--- config.mk ---
export PLATFORM = sky130hd
export DESIGN_NAME = irq_preempt_ctrl
export DESIGN_NICKNAME = d
export VERILOG_FILES = /design/src/rtl/irq_pkg.sv /design/src/rtl/irq_level_stack.sv /design/src/rtl/irq_preempt_ctrl.sv
export SDC_FILE = /design/constraint.sdc
export NUM_CORES = 1
export LEC_CHECK = 0
export CORE_UTILIZATION = 45
export DETAILED_ROUTE_END_ITERATION = 10
export GPL_TIMING_DRIVEN = 0
export PLACE_DENSITY = 0.69
export SYNTH_ARGS = -nofsm -noshare
export SYNTH_HDL_FRONTEND = slang
export SYNTH_SLANG_ARGS = --single-unit
--- constraint.sdc ---
create_clock -name clk_i -period 7.1 [get_ports clk_i]
set_input_delay 0.71 -clock clk_i [delete_from_list [all_inputs] [get_ports clk_i]]
set_output_delay 0.71 -clock clk_i [all_outputs]
set_load 0.05 [all_outputs]
--- src/rtl/irq_pkg.sv ---
// Shared types for the interrupt preemption controller: context stack entry,
// pending-candidate record and FSM state encoding.
package irq_pkg;

  localparam int unsigned NrIrqLinesDef = 64;
  localparam int unsigned NrIrqPriosDef = 32;
  localparam int unsigned IrqIdW        = $clog2(NrIrqLinesDef);
  localparam int unsigned PrioW         = $clog2(NrIrqPriosDef);

  // Saved running context: priority level and whether it may be preempted.
  typedef struct packed {
    logic [PrioW-1:0] level;
    logic             nest;
  } ctx_t;

  // Candidate captured while a take request is outstanding.
  typedef struct packed {
    logic [IrqIdW-1:0] id;
    logic [PrioW-1:0]  level;
    logic              heti;
    logic              nest;
  } pend_t;

  typedef enum logic {
    RUN  = 1'b0,
    PEND = 1'b1
  } state_t;

endpackage

--- src/rtl/irq_level_stack.sv ---
// LIFO of preempted contexts. Pushing while full and popping while empty
// are silently ignored; top_o reads 0 while empty.
module irq_level_stack
  import irq_pkg::*;
#(
  parameter  int unsigned Depth      = 4,
  localparam int unsigned DepthWidth = $clog2(Depth + 1),
  localparam int unsigned IdxWidth   = (Depth > 1) ? $clog2(Depth) : 1
) (
  input  logic                  clk_i,
  input  logic                  rst_ni,
  input  logic                  push_i,
  input  ctx_t                  push_data_i,
  input  logic                  pop_i,
  output ctx_t                  top_o,
  output logic [DepthWidth-1:0] depth_o,
  output logic                  full_o,
  output logic                  empty_o
);

  ctx_t                  mem_q [Depth];
  logic [DepthWidth-1:0] depth_q;
  logic [DepthWidth-1:0] depth_m1;
  logic [IdxWidth-1:0]   wr_idx;
  logic [IdxWidth-1:0]   rd_idx;

  assign depth_m1 = depth_q - DepthWidth'(1);
  assign wr_idx   = depth_q[IdxWidth-1:0];
  assign rd_idx   = depth_m1[IdxWidth-1:0];
  assign full_o   = (depth_q == DepthWidth'(Depth));
  assign empty_o  = (depth_q == '0);
  assign depth_o  = depth_q;
  assign top_o    = empty_o ? '0 : mem_q[rd_idx];

  // Storage and fill level; push wins only when there is room, pop only when non-empty.
  always_ff @(posedge clk_i or negedge rst_ni) begin
    if (!rst_ni) begin
      depth_q <= '0;
      for (int unsigned i = 0; i < Depth; i++) begin
        mem_q[i] <= '0;
      end
    end else if (push_i && !full_o) begin
      mem_q[wr_idx] <= push_data_i;
      depth_q       <= depth_q + DepthWidth'(1);
    end else if (pop_i && !empty_o) begin
      depth_q <= depth_m1;
    end
  end

endmodule

--- src/rtl/irq_preempt_ctrl.sv ---
// Core-side responder to the interrupt controller's claim handshake.
// Decides whether the arbitrated candidate may preempt the running context,
// raises a take request, and on core acceptance claims the line back.
//
//   state | meaning
//   RUN   | no take outstanding; latch an eligible candidate
//   PEND  | take_o raised; ack on take_ready, abort or re-latch otherwise
module irq_preempt_ctrl
  import irq_pkg::*;
#(
  parameter  int unsigned NrIrqLines = 64,
  parameter  int unsigned NrIrqPrios = 32,
  parameter  int unsigned StackDepth = 4,
  localparam int unsigned IrqWidth   = $clog2(NrIrqLines),
  localparam int unsigned PrioWidth  = $clog2(NrIrqPrios),
  localparam int unsigned DepthWidth = $clog2(StackDepth + 1)
) (
  input  logic                  clk_i,
  input  logic                  rst_ni,
  input  logic                  irq_valid_i,
  input  logic [IrqWidth-1:0]   irq_id_i,
  input  logic [PrioWidth-1:0]  irq_level_i,
  input  logic                  irq_heti_i,
  input  logic                  irq_nest_i,
  output logic                  irq_ack_o,
  output logic [IrqWidth-1:0]   irq_id_o,
  input  logic                  mie_i,
  input  logic                  take_ready_i,
  input  logic                  mret_i,
  output logic                  take_o,
  output logic [IrqWidth-1:0]   take_id_o,
  output logic                  take_heti_o,
  output logic [PrioWidth-1:0]  cur_level_o,
  output logic [DepthWidth-1:0] depth_o,
  output logic                  underflow_o
);

  // The shared record types are sized from the package defaults.
  if (IrqWidth != IrqIdW || PrioWidth != PrioW) begin : g_width_check
    $error("irq_preempt_ctrl: widths differ from irq_pkg record types");
  end

  state_t               state_q;
  pend_t                pend_q;
  pend_t                cand;
  logic [PrioWidth-1:0] cur_level_q;
  logic                 cur_nest_q;

  ctx_t                 push_ctx;
  ctx_t                 top_ctx;
  logic                 stk_full;
  logic                 stk_empty;
  logic                 elig;
  logic                 same_id;
  logic                 ack;
  logic                 pop;

  assign cand     = '{id: irq_id_i, level: irq_level_i, heti: irq_heti_i, nest: irq_nest_i};
  assign push_ctx = '{level: cur_level_q, nest: cur_nest_q};

  // Thread level (empty stack) is always preemptible; nested handlers only if marked nestable.
  assign elig = irq_valid_i & mie_i & (irq_level_i > cur_level_q)
              & (stk_empty | cur_nest_q) & ~stk_full;

  assign same_id = (irq_id_i == pend_q.id);
  assign ack     = (state_q == PEND) & ~mret_i & elig & same_id & take_ready_i;
  assign pop     = mret_i & ~stk_empty;

  assign irq_ack_o   = ack;
  assign irq_id_o    = ack ? pend_q.id : '0;
  assign take_o      = (state_q == PEND);
  assign take_id_o   = pend_q.id;
  assign take_heti_o = pend_q.heti;
  assign cur_level_o = cur_level_q;
  assign underflow_o = mret_i & stk_empty;

  irq_level_stack #(
    .Depth(StackDepth)
  ) u_stack (
    .clk_i      (clk_i),
    .rst_ni     (rst_ni),
    .push_i     (ack),
    .push_data_i(push_ctx),
    .pop_i      (pop),
    .top_o      (top_ctx),
    .depth_o    (depth_o),
    .full_o     (stk_full),
    .empty_o    (stk_empty)
  );

  // Take FSM plus running-context update; mret pop and ack push are mutually exclusive.
  always_ff @(posedge clk_i or negedge rst_ni) begin
    if (!rst_ni) begin
      state_q     <= RUN;
      pend_q      <= '0;
      cur_level_q <= '0;
      cur_nest_q  <= 1'b1;
    end else begin
      if (pop) begin
        cur_level_q <= top_ctx.level;
        cur_nest_q  <= top_ctx.nest;
      end else if (ack) begin
        cur_level_q <= pend_q.level;
        cur_nest_q  <= pend_q.nest;
      end

      case (state_q)
        RUN: begin
          if (elig && !mret_i) begin
            pend_q  <= cand;
            state_q <= PEND;
          end
        end
        PEND: begin
          if (mret_i || !elig) begin
            state_q <= RUN;
          end else if (!same_id) begin
            pend_q <= cand;
          end else if (take_ready_i) begin
            state_q <= RUN;
          end
        end
        default: state_q <= RUN;
      endcase
    end
  end

endmodule

## Yosys cells after proc, flatten, opt, wreduce, memory -nomap -nowiden

Cells that the tools add are included.
Widths: inputs -> output; s select.

- Add/sub/neg operators: 2
- Order comparisons: 4
- Equality and inequality tests: 5
- Multiplexer cells: 23
- Bitwise operators: 17
- Reduce and logical (&&, ||, !) cells: 13

Operators by type and width:

| kind | count |
|---|---|
| $mux 13 | 3 |
| $mux 6 | 5 |
| $pmux 13 s2 | 1 |
| $bwmux 24 | 1 |
| $bmux 6 s2 | 1 |
| $demux 6 s2 | 1 |
| $and 1x1->1 | 10 |
| $mux 5 | 2 |
| $eq 6x6->1 | 1 |
| $ge 3x3->1 const B | 2 |
| $mux 1 | 6 |
| $mux 3 | 2 |
| $ne 2x2->1 const B | 3 |
| $not 2->3 | 2 |
| $gt 5x5->1 | 1 |
| $logic_and 1x1->1 | 4 |
| $logic_not 1->1 | 4 |
| $not 1->1 | 4 |
| $reduce_bool 2->1 | 2 |
| $add 3x1->3 const B | 1 |
| $eq 3x3->1 const B | 1 |
| $logic_not 3->1 | 1 |
| $lt 3x1->1 const B | 1 |
| $reduce_and 3->1 | 1 |
| 4 further kinds | 4 |

- Register bits: 47
- Input port bits: 19

## Logic depth before layout (Yosys ltp)

- Depth after elaboration: 9
- Depth in mapped cells: 11

## Modules after synthesis

Synthesis repeated with hierarchy kept, for this count alone.

- Cells, all modules: 218
- Area total of the unflattened synthesis: 2601.2 um2

Modules (own cells, without submodules):

| module | instances | cells an instance | area each (um2) |
|---|---|---|---|
| irq_level_stack | 1 | 98 | 1370.1 |
| irq_preempt_ctrl | 1 | 120 | 1231.2 |

## Least setup slack after synthesis

Ideal clock, no wire load.

- Path kind: register to output
- Start point: register u_stack.depth_q[0], in the netlist u_stack.depth_o[0]
- End point: output port irq_id_o[0]
- Data arrival time: 3140 ps
- Setup slack: 3250 ps
- Cell stages (with the launch flop): 9
- Cell sequence: dfrtp_1 -> clkbuf_1 -> inv_1 -> ha_1 -> ha_1 -> and4bb_1 -> o221ai_2 -> nor3b_4 -> and2_1

- Cells in the longest elaborated chain, start to end: 8
- Elaborated cells between the ends (all ways): 10
- Classes of those cells: eq/ne (1); mux (1); bitwise (7); reduce/logical (1)

RTL lines:

| item | line | text |
|---|---|---|
| start, declared | irq_level_stack.sv:22 | `logic [DepthWidth-1:0] depth_q;` |
| start signal, assigned | irq_level_stack.sv:44 | `depth_q <= depth_q + DepthWidth'(1);` |
| start signal, assigned | irq_level_stack.sv:46 | `depth_q <= depth_m1;` |
| $logic_not 3->1 | irq_level_stack.sv:31 | `assign empty_o = (depth_q == '0);` |
| $or 1x1->1 | irq_preempt_ctrl.sv:63 | `& (stk_empty \| cur_nest_q) & ~stk_full;` |
| $and 1x1->1 | irq_preempt_ctrl.sv:63 |  |
| $and 1x1->1 * | irq_preempt_ctrl.sv:63 |  |
| $and 1x1->1 * (3 in series) | irq_preempt_ctrl.sv:66 | `assign ack = (state_q == PEND) & ~mret_i & elig & same_id & take_ready_i;` |
| named net irq_ack_o | irq_preempt_ctrl.sv:25 | `output logic irq_ack_o,` |
| $mux 6 * | irq_preempt_ctrl.sv:70 | `assign irq_id_o = ack ? pend_q.id : '0;` |
| end, declared | irq_preempt_ctrl.sv:26 | `output logic [IrqWidth-1:0] irq_id_o,` |

The timed path passes the listed nets; every way through them passes the cells marked *.

## Worst setup path in the final report

- Start point: register u_stack.depth_q[0], in the netlist u_stack.depth_o[0]
- End point: output port irq_id_o[1]

- Cells in the longest elaborated chain, start to end: 8
- Elaborated cells between the ends (all ways): 10
- Classes of those cells: eq/ne (1); mux (1); bitwise (7); reduce/logical (1)

RTL lines:

| item | line |
|---|---|
| $logic_not 3->1 | irq_level_stack.sv:31 |
| $or 1x1->1 | irq_preempt_ctrl.sv:63 |
| $and 1x1->1 | irq_preempt_ctrl.sv:63 |
| $and 1x1->1 * | irq_preempt_ctrl.sv:63 |
| $and 1x1->1 * (3 in series) | irq_preempt_ctrl.sv:66 |
| $mux 6 * | irq_preempt_ctrl.sv:70 |

Mark *: on every way between the ends. The rest lies on a longest branch, timed or not.

==> impl_metrics.env <==
export IMPL_vias=1665
export IMPL_synth_fp_nets=235
export IMPL_start_util_pct=48.1
export IMPL_insertion_delay_ns=0.29
export IMPL_finalSetupTns_ns=0
export IMPL_fillerInstances=444
export IMPL_crit_arrival_ns=3.59
export IMPL_antenna_found_initial=0
export IMPL_regToRegSetupSlack_ns=3.91
export IMPL_drive_gt1_share_pct=14.1
export IMPL_yosysSeqAreaShare_pct=46.5
export IMPL_drv_cap=0
export IMPL_fmax_mhz=233
export IMPL_end_kind="output port"
export IMPL_cts_tree="built"
export IMPL_post_route_period_util_pct=60.5
export IMPL_root_buffer="clkbuf_8"
export IMPL_n_antenna_cell=0
export IMPL_die_x_um=77.0
export IMPL_track_usage_pct=18.0
export IMPL_ys_ff_latch=47
export IMPL_crit_path_max_fanout=8
export IMPL_final_common_cell="dfrtp_1"
export IMPL_synth_cells=205
export IMPL_cts_htree_levels=2
export IMPL_num_rows=26
export IMPL_whs_ns=0.349
export IMPL_cts_buffer_depth=2
export IMPL_synth_ff_type="dfrtp_1"
export IMPL_fin_skew_ns=0.00506
export IMPL_mostFrequentLayoutCells="46 x dfrtp_1, 41 x clkdlybuf4s50_1, 33 x mux2_1, 26 x nand2_1, 11 x ha_1"
export IMPL_rr_endpoint="take_id_o[4]"
export IMPL_finalHoldViolCount=0
export IMPL_syn_area_um2=2530
export IMPL_status="finished clean"
export IMPL_cts_sinks=47
export IMPL_ff_latch_area_um2=1180
export IMPL_die_y_um=77.0
export IMPL_drcViolationCount=0
export IMPL_synth_async_sr_flop_share_pct=100
export IMPL_place_gp_congestion=0.744
export IMPL_io_buffers=42
export IMPL_vdd_ir_drop_worst_v=0.000170
export IMPL_wirelength_um=4900
export IMPL_fin_crit_ns=4.30
export IMPL_path_class="flop to output port"
export IMPL_cts_made_buffers=5
export IMPL_critPathLaunchType="flop"
export IMPL_antenna_left=0
export IMPL_grt_max_degree=31
export IMPL_grt_pass1_wl_um=8190
export IMPL_cp_required_ns=6.39
export IMPL_drt_iter0_markers=131
export IMPL_drv_slew=0
export IMPL_post_cts_setup_buffers=0
export IMPL_area_delta_synth_final_pct=24.5
export IMPL_power_density_nw_per_um2=286
export IMPL_p_leak_nw=1.46
export IMPL_tightest_slew_ns=0.621
export IMPL_setup_violations=0
export IMPL_dp_final_hpwl_um=3730
export IMPL_yosys_warnings=0
export IMPL_firstDrtPassIters=4
export IMPL_dieArea_um2=5930
export IMPL_hp_class="primary input to async pin"
export IMPL_cts_resized=0
export IMPL_gr_total_overflow=0
export IMPL_vias_per_cell=5.11
export IMPL_final_nets=285
export IMPL_relSlewSlack_pct=58.6
export IMPL_grt_pass1_vias=1614
export IMPL_multi_input_area_um2=1240
export IMPL_io_pins=43
export IMPL_core_area_um2=5270
export IMPL_hold_buffers=0
export IMPL_timing_rr_start="u_stack.depth_o[0]"
export IMPL_rr_worst_depth=9
export IMPL_ys_types=34
export IMPL_path_clk_slew_ns=0.09
export IMPL_rsz0062_at_grt="false"
export IMPL_post_drt_wl_per_cell_um=15.0
export IMPL_synth_enable_flop_cells=0
export IMPL_synth_area_per_cell_um2=12.4
==> cell families (layout without fill, tap and decap cells) <==
logic type | count (synthesis) | count (layout) | synth area share (%)
flops | 47 | 47 | 46.5
buf+inv | 23 | 74 | 4.69
simple gates | 60 | 60 | 14.6
mux | 39 | 39 | 20.0
xor+xnor | 7 | 7 | 2.72
compound gates | 18 | 18 | 6.12
fa+ha+maj | 11 | 11 | 5.43
==> worst max path at each step <==
| stage | depth (start not counted) | start | to | slack (ns) |
|---|---|---|---|---|
| floorplan | 8 | u_stack.depth_o[0] | irq_id_o[0] | 3.25 |
| global placement | 7 | irq_id_i[3] | irq_id_o[2] | 2.90 |
| detailed placement | 7 | irq_id_i[3] | irq_id_o[2] | 2.91 |
| CTS | 9 | u_stack.depth_o[0] | irq_id_o[1] | 2.72 |
| global route | 9 | u_stack.depth_o[0] | irq_id_o[4] | 2.53 |
| finish | 9 | u_stack.depth_o[0] | irq_id_o[1] | 2.80 |
==> cells in the mapped netlist (2+ instances only) <==
cell type | n | area (um2)
a211o_1 | 2 | 17.5
buf_4 | 8 | 60.1
buf_2 | 2 | 10.0
a21oi_1 | 2 | 10.0
nand3_4 | 4 | 70.1
nand4_1 | 8 | 50.1
clkbuf_1 | 4 | 15.0
and2_1 | 9 | 56.3
dfrtp_1 | 46 | 1150
o211ai_1 | 6 | 45.0
nor2_1 | 5 | 18.8
inv_1 | 9 | 33.8
xnor2_1 | 6 | 52.6
ha_1 | 11 | 138
nand3_1 | 2 | 10.0
mux2_1 | 33 | 372
nand2_1 | 26 | 97.6
mux4_2 | 6 | 135
==> power breakdown <==
group          switching [mW]  internal [mW]  leakage [nW]
Sequential             0.0395          0.312         0.639
Combinational           0.222          0.159         0.776
Clock                  0.0906         0.0795        0.0474
==> state kept, by name, indices dropped and copies added (netlist names) <==
| name | count |
|---|---|
| cur_level_o | 5 |
| cur_nest_q | 1 |
| pend_q | 6 |
| take_heti_o | 1 |
| take_id_o | 6 |
| take_o | 1 |
| u_stack.depth_o | 3 |
| u_stack.mem_q | 24 |
==> layer usage <==
metal | track usage [%] | part of all wire (%) | vias to the layer above
li1 | - | - | 818
met1 | 26.6 | 50 | 825
met2 | 27.0 | 47 | 18
met3 | 3.21 | 2.1 | 4
met4 | 5.09 | 0.96 | 0
met5 | 0 | 0 | -
==> through the flow <==
| step | utilization, % | area (um2) | setup slack [ns] | power, mW | instances |
|---|---|---|---|---|---|
| finish | 59.9 | 3160 | 2.80 | 0.903 | 326 |
| CTS | 59.9 | 3160 | 2.72 | 0.917 | 326 |
| floorplan | - | 2530 | 3.25 | 0.632 | 205 |
| detailed placement | 58.0 | 3060 | 2.91 | 0.744 | 318 |
| global placement | 57.7 | 3040 | 2.90 | 0.739 | 317 |
| global route | 59.9 | 3160 | 2.53 | 0.957 | 326 |
==> area by class of cell <==
class	count	area share, %
Multi-Input combinational cell	135	39.2
Clock inverter	2	0.515
Timing Repair Buffer	43	13.8
Sequential cell	47	37.3
Tap cell	70	2.78
Clock buffer	6	2.62
Buffer	14	2.70
Inverter	9	1.07
==> critical path, stage by stage, from the launching register on <==
cell             delay, ns
dfrtp_1               0.40
clkbuf_1              0.50
inv_1                 0.15
ha_1                  0.30
ha_1                  0.19
and4bb_1              0.29
o221ai_2              0.14
nor3b_4               0.33
and2_1                0.18
clkdlybuf4s50_1       0.80
Note: power is estimated with default switching activity, not from simulation.
